### src/rtl/fx_bus_pkg.sv
// -----------------------------------------------------------------------------
// fx_bus_pkg
// Shared definitions for the fx register-bus master: command opcodes, address
// geometry (22-bit address, device select in [21:16]) and the master FSM
// state encoding.
// -----------------------------------------------------------------------------
package fx_bus_pkg;

  localparam int unsigned ADDR_W  = 22;
  localparam int unsigned DEV_MSB = 21;
  localparam int unsigned DEV_LSB = 16;

  localparam logic [7:0] OP_WR = 8'h01;
  localparam logic [7:0] OP_RD = 8'h02;

  typedef logic [ADDR_W-1:0] fx_addr_t;

  typedef enum logic [2:0] {
    S_IDLE,
    S_A2,
    S_A1,
    S_A0,
    S_LEN,
    S_WDATA,
    S_RISSUE,
    S_RWAIT
  } state_t;

endpackage

### src/rtl/fx_bus_master_if.sv
// -----------------------------------------------------------------------------
// fx_bus_master_if
// Bundles the three channels the bus master talks on:
//   in_*   : command byte stream from the front-end FIFO (valid/ready)
//   out_*  : read-response byte stream (valid/ready)
//   fx_*   : register-bus write/read strobes, addresses and data
// Modports:
//   master : the bus master's view (drives in_ready, out_*, fx_* strobes)
//   slave  : the surrounding system's view (drives in_*, out_ready, fx_q)
// -----------------------------------------------------------------------------
interface fx_bus_master_if;
  import fx_bus_pkg::*;

  logic [7:0] in_data;
  logic       in_valid;
  logic       in_ready;

  logic [7:0] out_data;
  logic       out_valid;
  logic       out_ready;

  fx_addr_t   fx_waddr;
  logic       fx_wr;
  logic [7:0] fx_data;
  logic       fx_rd;
  fx_addr_t   fx_raddr;
  logic [7:0] fx_q;

  modport master (
    input  in_data, in_valid, out_ready, fx_q,
    output in_ready, out_data, out_valid,
           fx_waddr, fx_wr, fx_data, fx_rd, fx_raddr
  );

  modport slave (
    output in_data, in_valid, out_ready, fx_q,
    input  in_ready, out_data, out_valid,
           fx_waddr, fx_wr, fx_data, fx_rd, fx_raddr
  );

endinterface

### src/rtl/fx_rsp_slot.sv
// -----------------------------------------------------------------------------
// fx_rsp_slot
// One-entry valid/ready holding register for read-response bytes.
// Ports:
//   clk_sys, rst_n : clock, asynchronous active-low reset
//   load           : capture load_data (only asserted while the slot is empty)
//   load_data      : byte to capture
//   out_ready      : consumer accepts when out_valid & out_ready
//   out_data       : held response byte
//   out_valid      : slot full
// -----------------------------------------------------------------------------
module fx_rsp_slot (
  input  logic       clk_sys,
  input  logic       rst_n,
  input  logic       load,
  input  logic [7:0] load_data,
  input  logic       out_ready,
  output logic [7:0] out_data,
  output logic       out_valid
);

  // NOTE: the data register is reset as well because out_data is a module
  // output that must read 0 after reset, not just a don't-care storage cell.
  always_ff @(posedge clk_sys or negedge rst_n) begin
    if (!rst_n) begin
      out_valid <= 1'b0;
      out_data  <= 8'h00;
    end else if (load) begin
      out_valid <= 1'b1;
      out_data  <= load_data;
    end else if (out_valid && out_ready) begin
      out_valid <= 1'b0;
    end
  end

endmodule

### src/rtl/fx_bus_master.sv
// -----------------------------------------------------------------------------
// fx_bus_master
// Upstream master of the fx register bus. Parses a byte-stream command
// (opcode, 3 address bytes MSB first, length, then write data) into fx bus
// write and read cycles, with auto-incrementing bursts. Read data returns on
// a valid/ready byte stream through a one-entry response slot.
// Parameters:
//   RD_LAT : cycles from fx_rd to valid fx_q (1..4)
//   TO_CYC : idle-input cycles before a partial command is aborted
// Ports:
//   clk_sys, rst_n : clock, asynchronous active-low reset
//   bus            : fx_bus_master_if.master (command in, response out, fx bus)
//   busy           : state is not IDLE
//   err_cnt        : saturating count of bad opcodes (and timeouts)
// Optional feature: define FXB_TIMEOUT_EN to abort partial commands after
// TO_CYC idle input cycles.
// -----------------------------------------------------------------------------
module fx_bus_master
  import fx_bus_pkg::*;
#(
  parameter int unsigned RD_LAT = 1,
  parameter int unsigned TO_CYC = 65535
) (
  input  logic                  clk_sys,
  input  logic                  rst_n,
  fx_bus_master_if.master       bus,
  output logic                  busy,
  output logic [7:0]            err_cnt
);

  if (RD_LAT < 1 || RD_LAT > 4) begin : g_bad_rd_lat
    $error("fx_bus_master: RD_LAT must be in 1..4");
  end
  if (TO_CYC < 1 || TO_CYC > 65535) begin : g_bad_to_cyc
    $error("fx_bus_master: TO_CYC must be in 1..65535");
  end

  localparam logic [2:0] RD_LAT_C = 3'(RD_LAT);

  state_t     state_q, state_d;
  fx_addr_t   addr_q;
  logic [8:0] remain_q;
  logic [2:0] lat_q;
  logic       op_wr_q;
  logic [7:0] err_q;

  logic       fx_wr_q, fx_rd_q;
  fx_addr_t   waddr_q, raddr_q;
  logic [7:0] wdata_q;

  logic       in_ready, accept, last;
  logic       wr_fire, rd_issue, rd_capture;
  logic       bad_op, timeout, err_inc;
  logic       slot_valid;
  logic [7:0] slot_data;

  assign in_ready   = !(state_q == S_RISSUE || state_q == S_RWAIT);
  assign accept     = bus.in_valid && in_ready;
  assign last       = (remain_q == 9'd1);
  assign wr_fire    = (state_q == S_WDATA) && accept;
  // A read is issued only into an empty slot, so one read is outstanding at most
  // and a stalled consumer can never cause a captured byte to be overwritten.
  assign rd_issue   = (state_q == S_RISSUE) && !slot_valid;
  assign rd_capture = (state_q == S_RWAIT) && (lat_q == RD_LAT_C);
  assign err_inc    = bad_op || timeout;

`ifdef FXB_TIMEOUT_EN
  logic [15:0] idle_q;
  logic        idle_run;
  localparam logic [15:0] TO_LAST = 16'(TO_CYC - 1);

  // Only command-byte and write-data states wait on the input stream.
  assign idle_run = (state_q == S_A2) || (state_q == S_A1) || (state_q == S_A0) ||
                    (state_q == S_LEN) || (state_q == S_WDATA);
  assign timeout  = idle_run && !bus.in_valid && (idle_q == TO_LAST);

  always_ff @(posedge clk_sys or negedge rst_n) begin
    if (!rst_n) begin
      idle_q <= 16'd0;
    end else if (!idle_run || accept || timeout) begin
      idle_q <= 16'd0;
    end else begin
      idle_q <= idle_q + 16'd1;
    end
  end
`else
  assign timeout = 1'b0;
`endif

  // NOTE: state registers use non-blocking assignments so every flop samples
  // the pre-edge value of every other flop, independent of process order.
  always_ff @(posedge clk_sys or negedge rst_n) begin
    if (!rst_n) state_q <= S_IDLE;
    else        state_q <= state_d;
  end

  // NOTE: every output of this block gets a default before the case so no
  // path leaves it unassigned, which would otherwise infer a latch.
  always_comb begin
    state_d = state_q;
    bad_op  = 1'b0;
    unique case (state_q)
      S_IDLE: begin
        if (accept) begin
          if (bus.in_data == OP_WR || bus.in_data == OP_RD) state_d = S_A2;
          else                                               bad_op  = 1'b1;
        end
      end
      S_A2:     if (accept) state_d = S_A1;
      S_A1:     if (accept) state_d = S_A0;
      S_A0:     if (accept) state_d = S_LEN;
      S_LEN:    if (accept) state_d = op_wr_q ? S_WDATA : S_RISSUE;
      S_WDATA:  if (wr_fire && last) state_d = S_IDLE;
      S_RISSUE: if (rd_issue) state_d = S_RWAIT;
      S_RWAIT:  if (rd_capture) state_d = last ? S_IDLE : S_RISSUE;
      default:  state_d = S_IDLE;
    endcase
    if (timeout) state_d = S_IDLE;
  end

  always_ff @(posedge clk_sys or negedge rst_n) begin
    if (!rst_n) begin
      addr_q   <= '0;
      remain_q <= 9'd0;
      lat_q    <= 3'd0;
      op_wr_q  <= 1'b0;
      err_q    <= 8'h00;
      fx_wr_q  <= 1'b0;
      fx_rd_q  <= 1'b0;
      waddr_q  <= '0;
      raddr_q  <= '0;
      wdata_q  <= 8'h00;
    end else begin
      fx_wr_q <= wr_fire;
      fx_rd_q <= rd_issue;

      // Write/read address and data hold between strobes.
      if (wr_fire) begin
        waddr_q <= addr_q;
        wdata_q <= bus.in_data;
      end
      if (rd_issue) raddr_q <= addr_q;

      if (state_q == S_IDLE && accept) op_wr_q <= (bus.in_data == OP_WR);

      if (accept) begin
        unique case (state_q)
          S_A2:    addr_q[DEV_MSB:DEV_LSB] <= bus.in_data[5:0];
          S_A1:    addr_q[15:8]            <= bus.in_data;
          S_A0:    addr_q[7:0]             <= bus.in_data;
          // A length byte of 0 encodes a 256-access burst.
          S_LEN:   remain_q <= (bus.in_data == 8'h00) ? 9'd256 : {1'b0, bus.in_data};
          default: ;
        endcase
      end

      // Address wraps naturally at 22 bits.
      if (wr_fire || rd_issue)   addr_q   <= addr_q + 22'd1;
      if (wr_fire || rd_capture) remain_q <= remain_q - 9'd1;

      if (rd_issue)                lat_q <= 3'd0;
      else if (state_q == S_RWAIT) lat_q <= lat_q + 3'd1;

      if (err_inc && err_q != 8'hFF) err_q <= err_q + 8'd1;
    end
  end

  fx_rsp_slot u_rsp_slot (
    .clk_sys   (clk_sys),
    .rst_n     (rst_n),
    .load      (rd_capture),
    .load_data (bus.fx_q),
    .out_ready (bus.out_ready),
    .out_data  (slot_data),
    .out_valid (slot_valid)
  );

  assign bus.in_ready  = in_ready;
  assign bus.out_data  = slot_data;
  assign bus.out_valid = slot_valid;
  assign bus.fx_wr     = fx_wr_q;
  assign bus.fx_waddr  = waddr_q;
  assign bus.fx_data   = wdata_q;
  assign bus.fx_rd     = fx_rd_q;
  assign bus.fx_raddr  = raddr_q;

  assign busy    = (state_q != S_IDLE);
  assign err_cnt = err_q;

endmodule

### src/flat_wrapper.sv
// flat-port wrapper written by rule: the top's interface ports become plain ports
module fx_bus_master_flat import fx_bus_pkg::*;
#(
  parameter int unsigned RD_LAT = 1,
  parameter int unsigned TO_CYC = 65535
)
  (clk_sys, rst_n, busy, err_cnt, bus_in_data, bus_in_valid, bus_out_ready, bus_fx_q, bus_in_ready, bus_out_data, bus_out_valid, bus_fx_waddr, bus_fx_wr, bus_fx_data, bus_fx_rd, bus_fx_raddr);
  fx_bus_master_if bus_i ();
  input  logic clk_sys;
  input  logic rst_n;
  output logic busy;
  output logic [7:0] err_cnt;
  input wire logic [$bits(bus_i.in_data)-1:0] bus_in_data;
  input wire logic [$bits(bus_i.in_valid)-1:0] bus_in_valid;
  input wire logic [$bits(bus_i.out_ready)-1:0] bus_out_ready;
  input wire logic [$bits(bus_i.fx_q)-1:0] bus_fx_q;
  output wire logic [$bits(bus_i.in_ready)-1:0] bus_in_ready;
  output wire logic [$bits(bus_i.out_data)-1:0] bus_out_data;
  output wire logic [$bits(bus_i.out_valid)-1:0] bus_out_valid;
  output wire logic [$bits(bus_i.fx_waddr)-1:0] bus_fx_waddr;
  output wire logic [$bits(bus_i.fx_wr)-1:0] bus_fx_wr;
  output wire logic [$bits(bus_i.fx_data)-1:0] bus_fx_data;
  output wire logic [$bits(bus_i.fx_rd)-1:0] bus_fx_rd;
  output wire logic [$bits(bus_i.fx_raddr)-1:0] bus_fx_raddr;
  assign bus_i.in_data = bus_in_data;
  assign bus_i.in_valid = bus_in_valid;
  assign bus_i.out_ready = bus_out_ready;
  assign bus_i.fx_q = bus_fx_q;
  assign bus_in_ready = bus_i.in_ready;
  assign bus_out_data = bus_i.out_data;
  assign bus_out_valid = bus_i.out_valid;
  assign bus_fx_waddr = bus_i.fx_waddr;
  assign bus_fx_wr = bus_i.fx_wr;
  assign bus_fx_data = bus_i.fx_data;
  assign bus_fx_rd = bus_i.fx_rd;
  assign bus_fx_raddr = bus_i.fx_raddr;
  fx_bus_master #(.RD_LAT(RD_LAT), .TO_CYC(TO_CYC)) u_core (.clk_sys(clk_sys), .rst_n(rst_n), .bus(bus_i), .busy(busy), .err_cnt(err_cnt));
endmodule
### config.mk
export PLATFORM = sky130hd
export DESIGN_NAME = fx_bus_master_flat
export DESIGN_NICKNAME = d
export VERILOG_FILES = /design/src/rtl/fx_bus_pkg.sv /design/src/rtl/fx_bus_master_if.sv /design/src/rtl/fx_rsp_slot.sv /design/src/rtl/fx_bus_master.sv /design/src/flat_wrapper.sv
export SDC_FILE = /design/constraint.sdc
export NUM_CORES = 1
export LEC_CHECK = 0
export CORE_ASPECT_RATIO = 1.2
export CORE_MARGIN = 3
export CORE_UTILIZATION = 53
export CTS_CLUSTER_DIAMETER = 80
export DETAILED_ROUTE_END_ITERATION = 16
export PLACE_DENSITY_LB_ADDON = 0.12
export SLEW_MARGIN = 20
export SYNTH_ARGS = -nofsm -noshare
export SYNTH_HDL_FRONTEND = slang
export SYNTH_SLANG_ARGS = --single-unit
export TNS_END_PERCENT = 5
### constraint.sdc
create_clock -name clk_sys -period 2.08 [get_ports clk_sys]
set_input_delay 0.312 -clock clk_sys [delete_from_list [all_inputs] [get_ports clk_sys]]
set_output_delay 0.312 -clock clk_sys [all_outputs]
set_load 0.02 [all_outputs]
==> results of run 1 <==
==> through the flow <==
stage	worst slack, ps	setup TNS (ps)
finish	61.5	0
floorplan	131	0
global placement	-340	-1790
CTS	15.3	0
global route	16.9	0
detailed placement	-375	-2330
==> final cells by class <==
type / instances / area share
Clock inverter: 3 / 0.00344
Sequential cell: 109 / 0.395
Inverter: 19 / 0.0103
Timing Repair Buffer: 143 / 0.196
Clock buffer: 11 / 0.0351
Multi-Input combinational cell: 319 / 0.338
Tap cell: 123 / 0.0223
==> cell families after synthesis <==
group / synth area share
simple gates: 0.162
flops: 0.523
compound gates: 0.119
mux: 0.135
buf+inv: 0.0331
xor+xnor: 0.0134
fa+ha+maj: 0.0144
==> cells in the final DEF (no fill, tap or decap), types with 7 or more instances in the layout <==
cell,instances
clkbuf_16,9
o21ai_0,16
nand4_1,7
a21oi_1,11
xor2_1,7
inv_1,19
buf_4,47
nand3_1,14
dfrtp_1,108
o211ai_1,9
clkdlybuf4s50_1,89
nor3_1,14
nor2_1,26
mux2_2,56
nand2_1,42
==> worst max-delay path, delay by kind of cell, from the launching register on <==
kind                   cells  cell delay (ps)
and+or+nand+nor            1              400
buffers and inverters      2              520
DFF                        1              450
==> where the power goes <==
| part | switching [mW] | total, mW | internal, mW |
|---|---|---|---|
| Sequential | 0.689 | 3.73 | 3.04 |
| Clock | 0.735 | 1.57 | 0.834 |
| Combinational | 2.47 | 5.01 | 2.54 |
| Total | 3.89 | 10.3 | 6.42 |
==> registers in the layout, summed over array words and instances (netlist names) <==
name	count
u_core.bus.fx_wr	1
u_core.bus.fx_data	8
u_core.bus.fx_waddr	22
u_core.op_wr_q	1
u_core.remain_q	9
u_core.addr_q	22
u_core.u_rsp_slot.out_valid	1
u_core.err_cnt	8
u_core.state_q	3
u_core.lat_q	3
u_core.bus.fx_rd	1
u_core.u_rsp_slot.out_data	8
u_core.bus.fx_raddr	22
==> path summary, 6_finish.rpt <==
path                                                       end
max in group asynchronous        u_core.addr_q[17]$_DFFE_PN0P_
hold / removal              u_core.bus.fx_waddr[2]$_DFFE_PN0P_
hold reg to reg             u_core.bus.fx_waddr[2]$_DFFE_PN0P_
setup reg to reg                 u_core.addr_q[11]$_DFFE_PN0P_
min in group asynchronous  u_core.bus.fx_raddr[17]$_DFFE_PN0P_
setup / recovery                                          busy
==> repair_timing <==
action / CTS / global route
setup buffers: 0 / 0
setup endpoints to repair: 3 / 3
pin swaps: 0 / 2
resized for setup: 3 / 2
hold buffers: 1 / 0
hold endpoints to repair: 36 / 0
gates cloned: 0 / 0
==> routing by layer <==
layer	routed length, µm	vias to the layer above	global-route usage
met2	6330	152	0.402
li1	-	1985	-
met4	416	0	0.118
met3	724	37	0.0421
met5	0	-	0
met1	5190	2104	0.305
==> out/metrics.csv, run 1 <==
metric,value,unit
syn_nets,498,
Syn-to-layout area delta,32.5,%
Max IR drop VDD,0.938,mV
Slew Limit Headroom,0.640,
crit share post-route,0.970,
Synth area leaders,"dfrtp_1 (52%), mux2_2 (12%), nand2_1 (3.0%), nor2_1 (1.9%), o21ai_0 (1.6%)",
Die ar.,0.0111,mm²
Syn Inst Count,472,
Max Freq,495,MHz
"Reg clk slew, reported paths",70,ps
post-layout util,0.722,
"FFs w/ async S/R, synth",1.00,
Multi-input gate area,0.00233,mm²
placed insts,712,
Setup crit end kind,output pin,
status,"complete, no violations",
Remaining DRCs,0,
Routed WL,12700,µm
"Slowest-stage cell, CP",dfrtp_2,
cell leakage power,2.98,nW
DIE WIDTH,96.6,µm
"Distinct cells, synth",62,
largest net degree at the start of global routing,40,
initial antenna violation count,0,
crit path launch type,flip-flop,
synth cell count leaders,"dfrtp_1 (109), mux2_2 (56), nand2_1 (42)",
initial core utilization,0.545,
wire per inst,17.4,µm
Critical R2R Launch,u_core.state_q[0]$_DFFE_PN0P_,
Vert. Die Dim,115,µm
"Arr. time, crit path",1710,ps
worst-path fanout max,17,
GRT Total Usage,0.243,
Pwr Density,1490,mW/mm²
vias in the first global route,4301,
# IOs,93,
Vias,4278,
Antenna diodes,0,
Max Slew Vio Count,0,
TritonCTS clock tree,done,
Max Cap Viol,0,
fin area,0.00691,mm²
CTS max path bufs,2,
Placement Cell Area,0.00662,mm²
Worst Tran Pin Value,540,ps
CP Cell Sequence,buf_4 -> or3_1 -> clkdlybuf4s15_1,
Antenna Violating Nets Remaining,0,
YS warnings,0,
fin crit period,2020,ps
main flop type after synthesis,dfrtp_1,
TritonCTS Buffers,9,
floorplan row count,39,
RSZ-0062 raised after global routing,no,
CTS root buf,clkbuf_16,
Non-Filler Instances,727,
Layout Skew,6.87,ps
PortBufs,92,
fillers,704,
htree depth,3,
grt ovf,0,
Worst Min Path Start,u_core.bus.fx_waddr[2]$_DFFE_PN0P_,
Min Hold Slack,485,ps
CP max stage delay,450,ps
worst min-delay path class,reg -> reg,
Synth Cell Area,0.00522,mm²
worst hold stages,2,
Yosys top cell area share,0.523,
fin nets,627,
Sink Count,109,
leading area contributor after synthesis,dfrtp_1,
post-synthesis sequential area ratio,0.523,
register area,0.00273,mm²
dpl hpwl,9090,µm
layout cell share with drive strength beyond 1,0.232,
Final Hold Violating Endpoints,0,
Final Power,10.3,mW
crit path from,u_core.state_q[0]$_DFFE_PN0P_,
kind of critical path,reg -> out,
Clock Latency Late Sink,350,ps
# setup viols final,0,
Mapped Avg Cell Area,11.0,µm²
"count leader, synth",dfrtp_1,
Final GP Congestion,0.867,
First-pass DRT Iterations,5,
"reg-to-reg slack, setup",140,ps
Initial DRC Count,311,
Critical Path RT,1770,ps
Worst R2R Path Depth,5,
Via density,5.88,
Core ar.,0.00956,mm²
Post-synth EDFFs,0,
#FFs+latches synth,109,
first-pass GRT wire length,20900,µm
(Power assumes the default switching activity.)
==> run 2: changes to the inputs <==
CTS_CLUSTER_SIZE = 14   (was unset)
SLEW_MARGIN = unset   (was 20)
==> results of run 2 <==
Final layout, timing and power as in run 1 (identical DEF).
